`src/rtl/mem_arbiter_if.sv`:
```
// mem_arbiter_if: core-side request/response bundle plus the shared RAM port
// of the two-core memory arbiter.
`default_nettype none

interface mem_arbiter_if #(
   parameter int WORD_W = 32,
   parameter int CPUS   = 2
);
   logic [CPUS-1:0]             iREN;
   logic [CPUS-1:0]             dREN;
   logic [CPUS-1:0]             dWEN;
   logic [CPUS-1:0][WORD_W-1:0] iaddr;
   logic [CPUS-1:0][WORD_W-1:0] daddr;
   logic [CPUS-1:0][WORD_W-1:0] dstore;
   logic [CPUS-1:0]             iwait;
   logic [CPUS-1:0]             dwait;
   logic [CPUS-1:0][WORD_W-1:0] iload;
   logic [CPUS-1:0][WORD_W-1:0] dload;
   logic                        ramREN;
   logic                        ramWEN;
   logic [WORD_W-1:0]           ramaddr;
   logic [WORD_W-1:0]           ramstore;
   logic [WORD_W-1:0]           ramload;
   logic [1:0]                  ramstate;

   // Arbiter side
   modport slave (
      input  iREN, dREN, dWEN, iaddr, daddr, dstore, ramload, ramstate,
      output iwait, dwait, iload, dload, ramREN, ramWEN, ramaddr, ramstore
   );

   // Cores and RAM side
   modport master (
      output iREN, dREN, dWEN, iaddr, daddr, dstore, ramload, ramstate,
      input  iwait, dwait, iload, dload, ramREN, ramWEN, ramaddr, ramstore
   );
endinterface

`default_nettype wire

```
`src/rtl/mem_arbiter.sv`:
```
// mem_arbiter: grants one of the two cores' icache/dcache requests to a single
// RAM port; data beats instruction, round-robin between cores within a class.
`default_nettype none

module mem_arbiter #(
   parameter int WORD_W = 32,
   parameter int CPUS   = 2
) (
   input  wire logic     CLK,
   input  wire logic     RST,
   mem_arbiter_if.slave  bus
);
   typedef enum logic {
      IDLE  = 1'b0,
      SERVE = 1'b1
   } state_t;

   localparam logic [1:0] RAM_ACCESS = 2'b10;

   state_t          state, state_nx;
   logic            grant_core, grant_core_nx;
   logic            grant_d, grant_d_nx;
   logic            rr, rr_nx;

   logic [CPUS-1:0] d_req;
   logic [CPUS-1:0] cls_req;
   logic            pick_d;
   logic            pick_core;
   logic            granted_active;
   logic [CPUS-1:0] iwait_c;
   logic [CPUS-1:0] dwait_c;
   logic            ram_ren_c;
   logic            ram_wen_c;

   assign d_req = bus.dREN | bus.dWEN;

   // Winner selection: any data request wins the class, rr breaks core ties.
   always_comb begin
      pick_d    = |d_req;
      cls_req   = pick_d ? d_req : bus.iREN;
      pick_core = (cls_req[0] & cls_req[1]) ? rr : cls_req[1];
   end

   assign granted_active = grant_d ? d_req[grant_core] : bus.iREN[grant_core];

   always_ff @(posedge CLK) begin
      if (RST) begin
         state      <= IDLE;
         grant_core <= 1'b0;
         grant_d    <= 1'b0;
         rr         <= 1'b0;
      end else begin
         state      <= state_nx;
         grant_core <= grant_core_nx;
         grant_d    <= grant_d_nx;
         rr         <= rr_nx;
      end
   end

   always_comb begin
      state_nx      = state;
      grant_core_nx = grant_core;
      grant_d_nx    = grant_d;
      rr_nx         = rr;
      ram_ren_c     = 1'b0;
      ram_wen_c     = 1'b0;
      iwait_c       = '1;
      dwait_c       = '1;

      case (state)
         IDLE: begin
            if (|d_req || |bus.iREN) begin
               grant_core_nx = pick_core;
               grant_d_nx    = pick_d;
               state_nx      = SERVE;
            end
         end
         SERVE: begin
            if (grant_d) begin
               ram_wen_c = bus.dWEN[grant_core];
               ram_ren_c = bus.dREN[grant_core] & ~bus.dWEN[grant_core];
            end else begin
               ram_ren_c = bus.iREN[grant_core];
            end

            // A dropped request is abandoned silently; only ACCESS completes.
            if (!granted_active) begin
               state_nx = IDLE;
            end else if (bus.ramstate == RAM_ACCESS) begin
               if (grant_d) dwait_c[grant_core] = 1'b0;
               else         iwait_c[grant_core] = 1'b0;
               rr_nx    = ~grant_core;
               state_nx = IDLE;
            end
         end
         default: state_nx = IDLE;
      endcase

      if (RST) begin
         ram_ren_c = 1'b0;
         ram_wen_c = 1'b0;
         iwait_c   = '1;
         dwait_c   = '1;
      end
   end

   assign bus.ramREN   = ram_ren_c;
   assign bus.ramWEN   = ram_wen_c;
   assign bus.iwait    = iwait_c;
   assign bus.dwait    = dwait_c;
   assign bus.ramaddr  = grant_d ? bus.daddr[grant_core] : bus.iaddr[grant_core];
   assign bus.ramstore = bus.dstore[grant_core];

   generate
      for (genvar c = 0; c < CPUS; c++) begin : g_load
         assign bus.iload[c] = bus.ramload;
         assign bus.dload[c] = bus.ramload;
      end
   endgenerate

endmodule

`default_nettype wire

```
`src/flat_wrapper.sv`:
```
// flat-port wrapper written by rule: the top's interface ports become plain ports
module mem_arbiter_flat 
#(
   parameter int WORD_W = 32,
   parameter int CPUS   = 2
)
  (CLK, RST, bus_iREN, bus_dREN, bus_dWEN, bus_iaddr, bus_daddr, bus_dstore, bus_ramload, bus_ramstate, bus_iwait, bus_dwait, bus_iload, bus_dload, bus_ramREN, bus_ramWEN, bus_ramaddr, bus_ramstore);
  mem_arbiter_if #(.WORD_W(WORD_W), .CPUS(CPUS)) bus_i ();
  input  wire logic CLK;
  input  wire logic RST;
  input wire logic [$bits(bus_i.iREN)-1:0] bus_iREN;
  input wire logic [$bits(bus_i.dREN)-1:0] bus_dREN;
  input wire logic [$bits(bus_i.dWEN)-1:0] bus_dWEN;
  input wire logic [$bits(bus_i.iaddr)-1:0] bus_iaddr;
  input wire logic [$bits(bus_i.daddr)-1:0] bus_daddr;
  input wire logic [$bits(bus_i.dstore)-1:0] bus_dstore;
  input wire logic [$bits(bus_i.ramload)-1:0] bus_ramload;
  input wire logic [$bits(bus_i.ramstate)-1:0] bus_ramstate;
  output wire logic [$bits(bus_i.iwait)-1:0] bus_iwait;
  output wire logic [$bits(bus_i.dwait)-1:0] bus_dwait;
  output wire logic [$bits(bus_i.iload)-1:0] bus_iload;
  output wire logic [$bits(bus_i.dload)-1:0] bus_dload;
  output wire logic [$bits(bus_i.ramREN)-1:0] bus_ramREN;
  output wire logic [$bits(bus_i.ramWEN)-1:0] bus_ramWEN;
  output wire logic [$bits(bus_i.ramaddr)-1:0] bus_ramaddr;
  output wire logic [$bits(bus_i.ramstore)-1:0] bus_ramstore;
  assign bus_i.iREN = bus_iREN;
  assign bus_i.dREN = bus_dREN;
  assign bus_i.dWEN = bus_dWEN;
  assign bus_i.iaddr = bus_iaddr;
  assign bus_i.daddr = bus_daddr;
  assign bus_i.dstore = bus_dstore;
  assign bus_i.ramload = bus_ramload;
  assign bus_i.ramstate = bus_ramstate;
  assign bus_iwait = bus_i.iwait;
  assign bus_dwait = bus_i.dwait;
  assign bus_iload = bus_i.iload;
  assign bus_dload = bus_i.dload;
  assign bus_ramREN = bus_i.ramREN;
  assign bus_ramWEN = bus_i.ramWEN;
  assign bus_ramaddr = bus_i.ramaddr;
  assign bus_ramstore = bus_i.ramstore;
  mem_arbiter #(.WORD_W(WORD_W), .CPUS(CPUS)) u_core (.CLK(CLK), .RST(RST), .bus(bus_i));
endmodule
```
`config.mk`:
```
export PLATFORM = sky130hd
export DESIGN_NAME = mem_arbiter_flat
export DESIGN_NICKNAME = d
export VERILOG_FILES = /design/src/rtl/mem_arbiter_if.sv /design/src/rtl/mem_arbiter.sv /design/src/flat_wrapper.sv
export SDC_FILE = /design/constraint.sdc
export NUM_CORES = 1
export LEC_CHECK = 0
export BUFFER_PORTS_ARGS = -buffer_cell sky130_fd_sc_hd__buf_2
export CORE_AREA = 2 2 169 171
export DETAILED_ROUTE_END_ITERATION = 8
export DIE_AREA = 0 0 171 173
export PLACE_DENSITY = 0.33
export SLEW_MARGIN = 0
export SYNTH_ARGS = -nofsm -noshare
export SYNTH_HDL_FRONTEND = slang
export SYNTH_SLANG_ARGS = --single-unit
```
`constraint.sdc`:
```
create_clock -name CLK -period 3.3 [get_ports CLK]
set_clock_uncertainty 0.15 [all_clocks]
set_input_delay 0.165 -clock CLK [delete_from_list [all_inputs] [get_ports CLK]]
set_output_delay 0.165 -clock CLK [all_outputs]
set_load 0.01 [all_outputs]
```
### After elaboration in Yosys (flattened, before gate mapping)

Cells that the tools add are included.

| storage, ports and cells | value |
|---|---|
| flip-flop bits (word level) | 4 |
| input bits | 234 |
| output and inout port bits | 198 |
| logic and storage cells | 60 |

| cells by class | value |
|---|---|
| magnitude comparators | 2 |
| equality and inequality tests | 1 |
| muxes and demuxes | 40 |
| bitwise logic cells | 7 |
| reductions and logical operators | 6 |

Operators by type and width:

| cell | number |
|---|---|
| 2-to-1 mux 32 bit | 7 |
| 2-to-1 mux 2 bit | 11 |
| 2-to-1 mux 1 bit | 20 |
| OR reduction 2 bit | 2 |
| inverter 1 bit | 3 |
| AND reduction 3 bit | 1 |
| AND 1 bit | 2 |
| == test 2 bit, second input constant | 1 |
| less-than comparator 1 x 2 -> 1 bit, second input constant | 1 |
| inverter 2 bit | 1 |
| OR 2 bit | 1 |
| case mux 1 bit (2 select lines) | 1 |
| AND reduction 2 bit | 1 |
| demux 1 bit (select 1 bit) | 1 |
| greater-or-equal comparator 1 bit, second input constant | 1 |
| logical AND 1 bit | 1 |
| logical OR 1 bit | 1 |

### Longest topological paths before layout

Gate-level depths: netlist of the first run.

| depth | value |
|---|---|
| word-level depth | 10 |
| depth in mapped cells | 5 |
| gate-level depth less buffers | 4 |

### Worst setup path before layout of the first run

Ideal clock, no wire load.

| timing | value |
|---|---|
| path kind | register to output |
| from | reg u_core.grant_core |
| to | out bus_ramaddr[10] |
| data arrival time | 1.254 ns |
| data required time | 2.985 ns |
| path slack | 1.731 ns |
| stages on the path, launching flop included | 4 |
| path buffers | 2 |
| cell sequence | dfxtp_1 buf_6 buf_6 mux4_2 |

| between the ends | value |
|---|---|
| longest elaborated chain between the ends | 3 |
| elaborated cells on any way between the ends | 5 |
| classes of those cells | mux (5) |

RTL lines:

| element | RTL line | text |
|---|---|---|
| from (decl) | mem_arbiter.sv:21 | `logic grant_core, grant_core_nx;` |
| from (signal assigned) | mem_arbiter.sv:54 | `grant_core <= grant_core_nx;` |
| 2-to-1 mux 32 bit (not written as such) (2 in a row) | mem_arbiter.sv:111 | `assign bus.ramaddr = grant_d ? bus.daddr[grant_core] : bus.iaddr[grant_core];` |
| 2-to-1 mux 32 bit (*) | mem_arbiter.sv:111 |  |
| to (decl) | flat_wrapper.sv:25 | `output wire logic [$bits(bus_i.ramaddr)-1:0] bus_ramaddr;` |

Mark *: on every way between the ends. The rest lies on a longest branch, timed or not. The select of a mux whose other input is x is not followed.

### Worst setup path after layout of the first run

| timing | value |
|---|---|
| from | reg u_core.grant_core |
| to | out bus_ramstore[6] |

| between the ends | value |
|---|---|
| longest elaborated chain between the ends | 2 |

RTL lines:

| element | RTL line | text |
|---|---|---|
| 2-to-1 mux 32 bit (not written as such) (2 in a row) | mem_arbiter.sv:112 | `assign bus.ramstore = bus.dstore[grant_core];` |
| to (decl) | flat_wrapper.sv:26 | `output wire logic [$bits(bus_i.ramstore)-1:0] bus_ramstore;` |

No other way between the ends. The select of a mux whose other input is x is not followed.

==> qor.yml, run 1 <==
final_layout:
  final_cell_mix: "buf_2 (271), mux4_2 (32), mux2_2 (32), nand2b_1 (4)"
  layout-drive-gt1-share_pct: 91.3
  final_common_cell: "buf_2"
  areaGrowthSynthToFinish_pct: 34.6
  final_area_sq_um: 3390
  antenna_cells: 0
  finalNetCount: 616
power:
  power_density_nw_per_um2: 216
  p_int_uw: 464
  switching_power_uw: 268
  irDropWorstVdd_mv: 0.107
  pwr-share-comb_pct: 63.3
  p_sw_share_pct: 36.6
  power_frac_clock_pct: 26.6
  seqPwrFrac_pct: 10.1
  p_leak_nw: 1.53
logic_synthesis:
  synth-edff-count: 0
  synth.distinct_cells: 33
  syn_area_per_cell_sq_um: 10.3
  synth_area_leaders: "buf_4 (39%), mux4_2 (29%), mux2_2 (14%)"
  synth-async-reset-ratio_pct: 0
  synthFlopType: "dfxtp_1"
  netlist_area_sq_um: 2510
  netlist.area_leader.share_pct: 38.8
  synth_area_leader_cell: "buf_4"
  synth_cells: 244
  seq_area_frac_synth_pct: 3.18
  yosys_warnings: 0
  synth_fp_nets: 478
  ys_seq_elements: 4
floorplanning:
  die_h_um: 173
  die_w_um: 171
  die-area_sq_um: 29600
  row_count: 61
  start_util_pct: 9.10
  core_sq_um: 27600
  io_pins: 432
critical_path:
  worstPathMaxFanout: 39
  critPathCaptureType: "primary output"
  cp-start-kind: "flop"
  startpoint: "u_core.grant_core"
  crit_required_ns: 2.98
  critical_path_class: "reg2out"
  worstPathArrival_ns: 1.99
  rr_startpoint: "u_core.grant_core"
sta:
  drv_slew: 0
  setup_viol: 0
  fin_crit_sh_pct: 69.8
  fmax_ghz: 0.434
  finalSetupTns_ns: 0
  timing.slew.headroom_pct: 54.4
  finalHoldViolCount: 0
  min_period_ns: 2.30
  worst_slew_pin_slew_ns: 0.685
  grt_setup_unrepaired: "false"
clocking:
  cts_resized: 0
  cts_tree: "yes"
  cts.htree.levels: 1
  post_cts_buffers: 0
  worstSkewPairLatency_ns: 0.23
  cts_buffers: 3
  ctsHoldBuffers: 0
  cts.root.buffer_cell: "clkbuf_16"
  cts.clk_slew.worst_paths_ns: 0.03
  cts_buffer_depth: 2
  cts_sinks: 4
routing:
  ant_nets: 0
  viasPerCell: 3.15
  drt-wirelength-per-cell_um: 18.0
  drtIter0Drc: 94
  vias: 2394
  postRouteWirelength_um: 13700
  drc: 0
  drt-pass1-iter-count: 4
placement:
  dp_hpwl_um: 12400
  io_buffers: 271
  gp_congestion: 0.724
  placed_cell_area_sq_um: 3310
grt:
  grt_first_pass_wirelength_um: 17800
  met2_usage_pct: 17.3
  top_usage_layer: "met2"
  grt.total_usage_pct: 8.34
  grt_antenna_before_repair: 1
  use_met3_pct: 2.40
  grt-ovfl-total: 0
  grt_pass1_vias: 2641
  grt_max_degree: 40
  use_met1_pct: 7.88
min_path:
  min_from: "RST"
  hold_class: "in2reg"
run_status:
  outcome: "completed"
run:
  drv_cap: 0
-- cell usage after synthesis (all sizes together), types with 2 or more instances --
library cell,number
a21oi,2
a31oi,2
buf,139
clkbuf,2
dfxtp,4
mux2,33
mux4,32
nand2b,4
nand3b,2
nor2,3
nor3,2
nor3b,2
nor4,2
o21ba,2
-- critical path, stage by stage, from the launching register on --
cell and delay (ns):
dfxtp_4 0.62, buf_12 0.30, buf_4 0.29, mux2_2 0.37, buf_2 0.14
-- through the flow --
stage               worst slack [ns]  total power, mW  hold slack, ns  std cells  util [%]
floorplan                       1.73            0.444          0.0841        244         -
global placement                1.20            0.556           0.180        755      12.0
detailed placement              1.19            0.550           0.180        755      12.0
CTS                            0.955            0.752          0.0843        759      12.3
global route                   0.860            0.778          0.0971        759      12.3
finish                         0.998            0.733          0.0775        759      12.3
-- power groups by stage --
stage / Clock [mW] / Sequential, mW / Combinational (mW)
after floorplan: 0 / 0.0556 / 0.389
after global placement: 0 / 0.0757 / 0.480
after detailed placement: 0 / 0.0756 / 0.474
after CTS: 0.199 / 0.0747 / 0.478
after global routing: 0.205 / 0.0766 / 0.496
final: 0.195 / 0.0741 / 0.464
-- per-layer routing --
layer / vias up / wire length (um)
met3: 8 / 1670
li1: 1031 / -
met4: 2 / 134
met5: - / 13
met2: 253 / 7350
met1: 1100 / 4510
-- area by class of cell --
cell class                 instances  area (sq um)
fill                            3266         24200
sequential                         4          85.1
clock buffer                       4          78.8
inverter                           1          3.75
timing repair buffer             274          1400
tap                              378           473
multi-input combinational         98          1340
-- final timing paths --
| check | slack [ns] | to | cells after the start |
|---|---|---|---|
| max | 1.0 | bus_ramstore[6] | 4 |
| min | 0.08 | u_core.grant_core | 2 |
| max reg2reg | 1.38 | u_core.rr | 5 |
| min reg2reg | 0.44 | u_core.rr | 2 |
-- cell families (layout without fill, tap and decap cells) --
family / Yosys count / count (layout) / share of synthesized area [%]
buffers and inverters: 142 / 279 / 43.5
muxes: 66 / 66 / 44.0
and+or+nand+nor: 18 / 18 / 4.58
AOI/OAI and AO/OA: 14 / 14 / 4.78
DFF: 4 / 4 / 3.18
-- registers in the layout (all words and copies together) (netlist names) --
signal and count:
u_core.grant_core 1, u_core.grant_d 1, u_core.rr 1, u_core.state 1
(Power assumes the default switching activity.)
==> run 2, diff against run 1 <==
--- a/config.mk
+++ b/config.mk
@@ -6,10 +6,10 @@
 export NUM_CORES = 1
 export LEC_CHECK = 0
 export BUFFER_PORTS_ARGS = -buffer_cell sky130_fd_sc_hd__buf_2
-export CORE_AREA = 2 2 169 171
+export CORE_AREA = 2 2 166 168
 export DETAILED_ROUTE_END_ITERATION = 8
-export DIE_AREA = 0 0 171 173
-export PLACE_DENSITY = 0.33
+export DIE_AREA = 0 0 168 170
+export PLACE_DENSITY = 0.35
 export SLEW_MARGIN = 0
 export SYNTH_ARGS = -nofsm -noshare
 export SYNTH_HDL_FRONTEND = slang
==> constraint.sdc (replaced) <==
create_clock -name CLK -period 1.88 [get_ports CLK]
set_clock_uncertainty 0.15 [all_clocks]
set_input_delay 0.094 -clock CLK [delete_from_list [all_inputs] [get_ports CLK]]
set_output_delay 0.094 -clock CLK [all_outputs]
set_load 0.01 [all_outputs]
==> run 2 against run 1 <==
Net effect:
- sequential cell count did not move
- die area fell by 3.5%
- count of clock-buffer cells in the layout unchanged
- power increased by 71%
- global-route usage shrank 1.9 points
- largest cell class unchanged
- highest routed layer is now met4
==> qor.yml, run 2 (synthesis results as in run 1) <==
placement:
  placed_cell_area_sq_um: 3320
  io_buffers: 271
  preCtsSetupSlack_ns: 0.201
  dp_hpwl_um: 9500
  gp_congestion: 0.706
sta:
  finalSetupTns_ns: 0
  whs_ns: 0.0186
  worst_slew_pin_slew_ns: 0.382
  fmax_ghz: 0.557
  setup_viol: 0
  min_period_ns: 1.80
  timing.slew.headroom_pct: 74.3
  grt_setup_unrepaired: "false"
  fin_crit_sh_pct: 95.5
  layout_setup_ws_ns: 0.0838
  drv_slew: 0
  finalHoldViolCount: 0
routing:
  ant_nets: 0
  viasPerCell: 3.19
  postRouteWirelength_um: 10500
  drt-wirelength-per-cell_um: 14.4
  drc: 0
  drtIter0Drc: 83
  drt-pass1-iter-count: 4
  vias: 2327
grt:
  grt_pass1_vias: 2407
  grt_antenna_before_repair: 0
  grt-ovfl-total: 0
  grt_first_pass_wirelength_um: 13900
  grt.total_usage_pct: 6.41
  grt_max_degree: 33
critical_path:
  worstPathArrival_ns: 1.55
  critPathCaptureType: "primary output"
  crit_required_ns: 1.64
  worstPathMaxFanout: 16
  critical_path_class: "reg2out"
  cp-start-kind: "flop"
final_layout:
  layout-drive-gt1-share_pct: 91.5
  final_cell_mix: "buf_2 (271), mux4_2 (32), mux2_2 (32), buf_4 (7), nand2b_1 (4)"
  antenna_cells: 0
  finalNetCount: 623
  final_common_cell: "buf_2"
  areaGrowthSynthToFinish_pct: 35.4
  final_area_sq_um: 3400
power:
  switching_power_uw: 426
  p_int_uw: 827
  irDropWorstVdd_mv: 0.216
  power_density_nw_per_um2: 368
  p_sw_share_pct: 34.0
  seqPwrFrac_pct: 8.5
  p_leak_nw: 1.57
  pwr-share-comb_pct: 63.5
  power_frac_clock_pct: 28.0
floorplanning:
  io_pins: 432
  start_util_pct: 9.44
  die_h_um: 170
  die-area_sq_um: 28600
  row_count: 60
  core_sq_um: 26700
  die_w_um: 168
min_path:
  hold_class: "in2reg"
clocking:
  worstSkewPairLatency_ns: 0.23
  cts_buffer_depth: 2
  cts_buffers: 3
  cts_resized: 0
  cts_sinks: 4
  cts_tree: "yes"
  cts.root.buffer_cell: "clkbuf_16"
  cts.clk_slew.worst_paths_ns: 0.03
  cts.htree.levels: 1
run_status:
  outcome: "completed"
run:
  drv_cap: 0
-- run 2: path summary, 6_finish.rpt --
kind	startpoint	endpoint	slack (ns)	cells after the start
worst max register to register	u_core.grant_core	u_core.state	0.28	5
worst min-delay path	RST	u_core.grant_d	0.02	2
worst max-delay path	u_core.grant_core	bus_ramaddr[12]	0.08	3
worst min register to register	u_core.rr	u_core.rr	0.44	2
-- run 2: worst max-delay path, stage by stage, from the launching register on --
cell and delay (ns):
dfxtp_4 0.42, buf_12 0.20, mux4_2 0.53, buf_2 0.16
-- run 2: area by class of cell --
class	count	area, sq um
fill	3065	23200
clock buffer	4	78.8
multi-input combinational	98	1340
tap	341	427
timing repair buffer	281	1470
inverter	1	3.75
sequential	4	85.1
-- run 2: timing repair --
| action | CTS | global route |
|---|---|---|
| setup endpoints to repair | 32 | 0 |
| hold buffers | 0 | 0 |
| setup buffers | 1 | 0 |
-- run 2: per-stage QoR --
stage | std cells | utilization, % | power [mW]
finish | 729 | 12.8 | 1.25
global route | 729 | 12.8 | 1.33
CTS | 729 | 12.8 | 1.27
detailed placement | 724 | 12.5 | 0.913
global placement | 724 | 12.5 | 0.915
floorplan | 244 | - | 0.780
-- run 2: power by group through the flow --
stage | clock, mW | combinational [mW] | sequential (mW)
3_3_place_gp | 0 | 0.803 | 0.111
4_1_cts | 0.354 | 0.809 | 0.107
3_5_place_dp | 0 | 0.802 | 0.111
2_1_floorplan | 0 | 0.682 | 0.0975
5_1_grt | 0.362 | 0.856 | 0.108
6_report | 0.351 | 0.795 | 0.106
-- run 2: layer usage --
layer	part of all wire [%]	routed length, um	global-route usage [%]
met5	0	0	0
met3	11	1120	1.56
met1	34	3600	6.81
met4	2.5	267	2.42
met2	53	5520	12.2
